File: src/rtl/temp_to_vtherm.sv
// Inverse thermistor conversion: temperature in C to 8-bit ADC code.
// Ports: clk, rst (async high), start/temp_in in; busy, done, v_out, range_err out.
module temp_to_vtherm (
  input  logic       clk,
  input  logic       rst,
  input  logic       start,
  input  logic [7:0] temp_in,
  output logic       busy,
  output logic       done,
  output logic [7:0] v_out,
  output logic       range_err
);

  typedef enum logic [1:0] {
    IDLE,
    FETCH,
    MUL,
    OUT
  } state_t;

  state_t      state, state_nx;
  logic [7:0]  temp_q;
  logic [7:0]  base_q;
  logic [5:0]  diff_q;
  logic [9:0]  acc_q;
  logic [1:0]  cnt_q;
  logic        err_q;

  logic [2:0]  seg;
  logic [3:0]  seg_lo;
  logic [3:0]  seg_hi;
  logic [7:0]  t_lo;
  logic [7:0]  t_hi;
  logic [7:0]  t_diff;
  logic [9:0]  addend;
  logic [9:0]  rnd;

  function automatic logic [7:0] tbl(input logic [3:0] k);
    logic [7:0] r;
    unique case (k)
      4'd0:    r = 8'd191;
      4'd1:    r = 8'd151;
      4'd2:    r = 8'd110;
      4'd3:    r = 8'd76;
      4'd4:    r = 8'd52;
      4'd5:    r = 8'd35;
      4'd6:    r = 8'd24;
      4'd7:    r = 8'd16;
      default: r = 8'd12;
    endcase
    return r;
  endfunction

  assign seg    = temp_q[6:4];
  assign seg_lo = {1'b0, seg};
  assign seg_hi = seg_lo + 4'd1;
  assign t_lo   = tbl(seg_lo);
  assign t_hi   = tbl(seg_hi);
  // Adjacent breakpoints never differ by more than 41, so 6 bits suffice.
  assign t_diff = t_lo - t_hi;
  assign addend = {4'b0, diff_q} << cnt_q;
  // Adding half an LSB before the shift gives round-half-up.
  assign rnd    = acc_q + 10'd8;
  assign busy   = (state != IDLE);

  always_ff @(posedge clk or posedge rst) begin
    if (rst) state <= IDLE;
    else     state <= state_nx;
  end

  always_comb begin
    state_nx = state;
    unique case (state)
      IDLE:  if (start) state_nx = FETCH;
      FETCH: state_nx = MUL;
      MUL:   if (cnt_q == 2'd3) state_nx = OUT;
      OUT:   state_nx = IDLE;
      default: state_nx = IDLE;
    endcase
  end

  always_ff @(posedge clk or posedge rst) begin
    if (rst) begin
      temp_q    <= '0;
      base_q    <= '0;
      diff_q    <= '0;
      acc_q     <= '0;
      cnt_q     <= '0;
      err_q     <= 1'b0;
      done      <= 1'b0;
      v_out     <= '0;
      range_err <= 1'b0;
    end else begin
      done <= 1'b0;
      unique case (state)
        IDLE: begin
          if (start) temp_q <= temp_in;
        end
        FETCH: begin
          acc_q <= '0;
          cnt_q <= '0;
          err_q <= (temp_q > 8'd128);
          if (temp_q[7]) begin
            base_q <= 8'd12;
            diff_q <= '0;
          end else begin
            base_q <= t_lo;
            diff_q <= t_diff[5:0];
          end
        end
        MUL: begin
          if (temp_q[cnt_q]) acc_q <= acc_q + addend;
          cnt_q <= cnt_q + 2'd1;
        end
        OUT: begin
          v_out     <= base_q - {2'b0, rnd[9:4]};
          range_err <= err_q;
          done      <= 1'b1;
        end
        default: ;
      endcase
    end
  end

endmodule

File: config.mk
export PLATFORM = sky130hd
export DESIGN_NAME = temp_to_vtherm
export DESIGN_NICKNAME = d
export VERILOG_FILES = /design/src/rtl/temp_to_vtherm.sv
export SDC_FILE = /design/constraint.sdc
export NUM_CORES = 1
export LEC_CHECK = 0
export ABC_CLOCK_PERIOD_IN_PS = 2500
export BUFFER_PORTS_ARGS = -buffer_cell sky130_fd_sc_hd__buf_2
export CAP_MARGIN = 0
export CORE_MARGIN = 1.5
export CORE_UTILIZATION = 30
export DETAILED_ROUTE_END_ITERATION = 7
export GPL_TIMING_DRIVEN = 0
export SLEW_MARGIN = 5
export SYNTH_ARGS = -nofsm -noshare
export SYNTH_HDL_FRONTEND = slang
export SYNTH_SLANG_ARGS = --single-unit
File: constraint.sdc
create_clock -name clk -period 2.5 [get_ports clk]
set_input_delay 0.25 -clock clk [delete_from_list [all_inputs] [get_ports clk]]
set_output_delay 0.25 -clock clk [all_outputs]
set_load 0.02 [all_outputs]
==> results of run 1 <==
## cells in the final DEF, fill, tap and decap left out, drive strengths merged, types with 3 or more instances in the layout
cell    count
o31a        5
nand2b      4
nor2b      11
a21o        6
nor2       17
ha         34
a21oi      11
mux2       12
xor2       11
inv        22
mux2i       5
dfrtp      47
a22o        3
o31ai       6
o21ai      26
nand2      27
clkbuf     13
a211oi      3
o22ai       3
buf        36
xnor2       5
nand3      16
nor3        6
o21a        8
fa          3
## through the flow
stage	utilization, %	instance area (um^2)
4_1_cts	35.6	3700
3_5_place_dp	34.0	3520
2_1_floorplan	-	3230
6_report	37.1	3840
5_1_grt	37.1	3840
3_3_place_gp	33.8	3500
## cells by family (layout without fill, tap and decap cells)
group / count (synthesis) / count (layout) / synth area share [%]
compound gates: 92 / 92 / 19.3
xor+xnor: 16 / 16 / 4.34
flops: 47 / 47 / 36.4
mux: 18 / 18 / 6.44
simple gates: 91 / 91 / 13.8
fa+ha+maj: 37 / 37 / 15.0
buf+inv: 38 / 77 / 4.61
## worst max path at each step
stage	from	endpoint	slack, ps
3_5_place_dp	temp_q[4]	diff_q[4]	-330
6_report	temp_q[4]	diff_q[4]	50
2_1_floorplan	temp_q[4]	diff_q[4]	40
3_3_place_gp	temp_q[4]	diff_q[4]	-260
4_1_cts	temp_q[4]	diff_q[4]	-70
5_1_grt	temp_q[5]	diff_q[4]	-70
## worst reg2reg max path, stage by stage, from the launching register on
cell and delay, ps:
dfrtp_1 420, ha_1 210, inv_1 90, ha_4 230, a32oi_2 210, o21a_1 180, ha_2 200, fa_2 230
nor2b_4 50, o21ai_1 130, nand2b_1 80, xnor2_1 120, o31ai_1 210
## synthesized netlist by cell type (2+ instances only)
master / n / area share, %
a211oi_1: 3 / 0.70
nor3_1: 6 / 0.93
nand2b_1: 4 / 0.78
xor2_1: 11 / 3.0
nand2_1: 27 / 3.1
a31o_2: 2 / 0.54
ha_1: 34 / 13
o22ai_1: 3 / 0.58
o32ai_1: 2 / 0.54
o21a_1: 8 / 1.9
a31oi_1: 2 / 0.39
nor2b_1: 11 / 2.1
o21ai_0: 26 / 4.0
o211a_1: 2 / 0.62
fa_1: 3 / 1.9
mux2i_1: 5 / 1.6
o31a_1: 5 / 1.4
o31ai_1: 6 / 1.4
a21o_1: 6 / 1.4
nor4bb_1: 2 / 0.62
nor2_1: 17 / 2.0
a21oi_1: 11 / 1.7
mux2_2: 11 / 3.8
or2_2: 2 / 0.39
inv_1: 24 / 2.8
dfrtp_1: 47 / 36
a22o_1: 3 / 0.81
buf_2: 2 / 0.31
nand3_1: 16 / 2.5
o2bb2ai_1: 2 / 0.54
or4_1: 2 / 0.47
clkbuf_1: 10 / 1.2
xnor2_1: 5 / 1.4
o22a_1: 2 / 0.54
and3_1: 2 / 0.39
## repair_timing
item,4_1_cts,5_1_grt
setup endpoints to repair,6,11
hold endpoints to repair,12,0
hold buffers,1,0
gates resized for setup,6,29
pin swaps,0,4
buffers inserted,2,8
## state kept, by name, indices dropped and copies added, names as in the netlist
register,count
cnt_q,2
state,2
err_q,1
diff_q,6
v_out,8
base_q,8
range_err,1
temp_q,8
done,1
acc_q,10
## report_power, final
part           internal (mW)  switching, mW
logic                   1.79           2.08
clock network          0.400          0.258
registers               1.09          0.300
total                   3.28           2.64
## layout make-up
cell class / instances / area, um^2
multi-input combinational: 254 / 1990
clock inverter: 2 / 60.1
inverter: 25 / 101
fill: 1097 / 6530
timing repair buffer: 33 / 210
sequential: 47 / 1180
tap: 136 / 170
buffer: 11 / 65.1
clock buffer: 6 / 72.6
## metal layers
| layer | global-route usage [%] | vias to the layer above | share of wire [%] |
|---|---|---|---|
| met4 | 3.52 | 0 | 1.4 |
| met5 | 0 | - | 0 |
| li1 | - | 1296 | - |
| met2 | 19.6 | 42 | 47 |
| met1 | 17.7 | 1230 | 49 |
| met3 | 2.01 | 8 | 2.8 |
==> metrics.txt, run 1 <==
status finished clean; Skew-Pair Late Insertion Delay 300 ps; initial antenna violation count 0; Die Footprint 11400 um^2; last weighted congestion value of the routability-driven placer 0.830; total standard cell area after synthesis 3230 um^2; buffer and inverter count on the worst path 1; drt drc 0; # nets final 425; syn_nets 387; Setup CP Type flip-flop to flip-flop; routed length per instance 13.7 um; std cell rows 37; sort of element at the end of the critical path flip-flop; Distinct cells, synth 50; critical path launch point type flip-flop; flop and latch count out of synthesis 47; sequential share of the synthesized area 36.4%; maximum net fanout on the critical path 9; final max-slew violation count 0; least setup slack across all paths after layout 49.2 ps; Longest Clk Path Bufs 2; MaxCap Viol Count 0; Crit Reg-Reg Endpoint diff_q[4]; post-CTS clock slew at the launch and capture registers of the worst setup and hold paths 90 ps; via count 2576; Floorplan Core Area 10400 um^2; worst flop-to-flop path startpoint temp_q[4]; async set-reset flop share out of synthesis 100%; Crit path max-delay family adder cells; cell type of the slowest stage on the worst timing path dfrtp_1; clock buffer count from CTS 5; worst hold start temp_in[4]; wire length reported by the detailed router 7.06 mm; global-route wire length before repair 11.4 mm; DIE WIDTH 107 um; cell count of the worst reg-to-reg path 12; share of layout cells above drive strength 1 21.2%; CP max stage delay 420 ps; drt first-iter violations 115; yosys warns 0; I/O pin total 22; number of enable-type register cells in the synthesized netlist 0; Max Clock Skew 10.9 ps; CTS root buffer clkbuf_8; overall fraction of global-route tracks in use 12.5%; TritonCTS clock tree yes; Die Ht 107 um; average size of a mapped cell 9.52 um^2; Hold Path Depth 2; leakage power total 1.73 nW; gr ovfl total 0; final std cells w/o fill 514; final-layout worst hold slack 173 ps; Post-DRT Antenna Nets 0; Setup TNS Final 0 ps; antenna cells 0; H-Tree Level Count 2; number of cells on the critical path 12; number of instances in the synthesized netlist 339; required time at the worst-slack endpoint 2720 ps; worst setup slack before clock tree synthesis -327 ps; power after layout 5.92 mW; area added between synthesis and finish 19.2%; count of final setup violators 0; Final Hold Violating Endpoints 0; first-pass iteration count of the detailed router 4; largest net degree at the start of global routing 36; initial standard-cell utilization of the core 31.1%; Fmax 408 MHz; clk sinks 47; ordered cell list for the critical path ha_1 > inv_1 > ha_4 > a32oi_2 > o21a_1 > ha_2 > fa_2 > nor2b_4 > o21ai_1 > nand2b_1 > xnor2_1 > o31ai_1; min Tclk post-route 2450 ps; setup repair after global routing missed its margin true; Detail Placement HPWL 5.24 mm; power density over the cells 1540 nW/um^2; worst hold-check path type input port to flip-flop; worst endpoint data arrival time 2670 ps; number of global-route vias before repair 2392; via-per-instance ratio 5.01; worst IR drop on VDD 0.756 mV; share of the cycle needed by the critical path after routing 98.0%; IO Port Bufs 21; reg-to-reg slack, setup 50 ps; total instance count after detailed placement 497; Worst-Margin Slew 539 ps; max-slew headroom at the worst pin 64.1%; Post-synth top flop dfrtp_1; hold path endpoint temp_q[4]
Power figures use the tool's default switching activity.
==> run 2, diff against run 1 <==
--- a/config.mk
+++ b/config.mk
@@ -6,11 +6,11 @@
 export NUM_CORES = 1
 export LEC_CHECK = 0
 export ABC_CLOCK_PERIOD_IN_PS = 2500
-export BUFFER_PORTS_ARGS = -buffer_cell sky130_fd_sc_hd__buf_2
 export CAP_MARGIN = 0
 export CORE_MARGIN = 1.5
 export CORE_UTILIZATION = 30
 export DETAILED_ROUTE_END_ITERATION = 7
+export DONT_BUFFER_PORTS = 1
 export GPL_TIMING_DRIVEN = 0
 export SLEW_MARGIN = 5
 export SYNTH_ARGS = -nofsm -noshare
==> metrics.txt, run 2 (synthesis gave the netlist of run 1 again) <==
status finished clean; DIE WIDTH 107 um; std cell rows 37; routed length per instance 14.5 um; gr ovfl total 0; I/O pin total 22; worst hold-check path type input port to flip-flop; Fmax 419 MHz; antenna cells 0; worst IR drop on VDD 0.823 mV; Top reg by flops acc_q; worst setup slack before clock tree synthesis -300 ps; drt drc 0; proportion of power drawn by flip-flops and latches 25.5%; IO Port Bufs 0; internal power contribution 3.27 mW; # nets final 412; post-CTS clock slew at the launch and capture registers of the worst setup and hold paths 90 ps; most frequent standard cell in the layout excluding fill and tap cells dfrtp_1; initial antenna violation count 0; Final Hold Violating Endpoints 0; share of the cycle needed by the critical path after routing 95.6%; CTS root buffer clkbuf_8; wire length reported by the detailed router 7.27 mm; count of final setup violators 0; final-layout worst hold slack 84.7 ps; area added between synthesis and finish 17.2%; number of flip-flops in the largest register 10; Skew-Pair Late Insertion Delay 310 ps; H-Tree Level Count 2; total instance count after detailed placement 476; number of global-route vias before repair 2509; drt first-iter violations 87; min Tclk post-route 2390 ps; Longest Clk Path Bufs 2; Die Footprint 11400 um^2; initial standard-cell utilization of the core 31.1%; part of the total power dissipated in the clock network 11.5%; power density over the cells 1560 nW/um^2; utilization after layout 36.5%; max-slew headroom at the worst pin 68.5%; switching share of power 44.6%; critical path launch point type flip-flop; largest net degree at the start of global routing 40; final max-slew violation count 0; overall fraction of global-route tracks in use 13.3%; required time at the worst-slack endpoint 2700 ps; via-per-instance ratio 5.12; leakage power total 1.69 nW; Die Ht 107 um; least setup slack across all paths after layout 111 ps; first-pass iteration count of the detailed router 4; power after layout 5.90 mW; clock buffer count from CTS 5; worst endpoint data arrival time 2590 ps; global-route wire length before repair 11.9 mm; Detail Placement HPWL 5.21 mm; clk sinks 47; final std cells w/o fill 501; Setup CP Type flip-flop to flip-flop; sort of element at the end of the critical path flip-flop; combinational group share of total power 63.0%; share of layout cells above drive strength 1 17.5%; Post-DRT Antenna Nets 0; last weighted congestion value of the routability-driven placer 0.808; top library cells by usage in the layout, fill and taps aside dfrtp_1 (44), ha_1 (29), nand2_1 (27), inv_1 (20), buf_4 (20); Max Clock Skew 4.11 ps; MaxCap Viol Count 0; net load switching power 2.63 mW; TritonCTS clock tree yes; Worst-Margin Slew 472 ps; setup repair after global routing missed its margin true; via count 2566; Floorplan Core Area 10400 um^2; maximum net fanout on the critical path 10
run 2: final cells by class:
class	instances	area [um^2]
sequential	47	1180
buffer	11	65.1
clock inverter	2	60.1
tap	136	170
multi-input combinational	254	1970
fill	1069	6590
inverter	25	101
timing repair buffer	20	165
clock buffer	6	72.6
run 2: per-stage QoR:
stage          cell area [um^2]  setup TNS (ps)
6_report                   3780               0
5_1_grt                    3780           -32.1
4_1_cts                    3630               0
3_5_place_dp               3420            -730
3_3_place_gp               3400            -487
2_1_floorplan              3230               0
run 2: path summary, 6_finish.rpt:
check	endpoint	cells past startpoint	slack [ps]	from
worst max-delay path	acc_q[8]	9	110	cnt_q[0]
worst min-delay path	temp_q[3]	1	80	temp_in[3]
worst max register to register	acc_q[8]	9	110	cnt_q[0]
worst min register to register	diff_q[3]	2	520	diff_q[3]
max in group asynchronous	acc_q[4]	3	1700	rst
min in group asynchronous	v_out[4]	2	310	rst
run 2: routing by layer:
layer	GRT usage, %	vias up	share of wire [%]
li1	-	1267	-
met4	3.90	0	1.5
met1	17.3	1236	47
met5	0	-	0
met3	2.74	12	4.4
met2	22.1	51	48
run 2: critical path, stage by stage, from the launching register on:
cell     delay, ps
dfrtp_1        390
buf_4          180
o211a_1        220
a21oi_1        140
ha_1           300
nor2b_2        180
o31a_1         280
o31ai_1        330
xor2_1         180
o21ai_1         70
run 2: power groups by stage:
stage	Clock, mW	Sequential, mW	Combinational (mW)
after floorplan	0	1.40	2.62
after global placement	0	1.49	3.14
after detailed placement	0	1.51	3.22
after CTS	0.690	1.51	3.38
after global routing	0.718	1.55	4.18
final	0.676	1.50	3.72
run 2: timing repair:
action / CTS / global route
endpoints found under the hold margin: 8 / 0
setup endpoints to repair: 6 / 12
resized for setup: 10 / 24
pin swaps: 1 / 2
hold buffers: 1 / 0
buffers inserted: 5 / 13
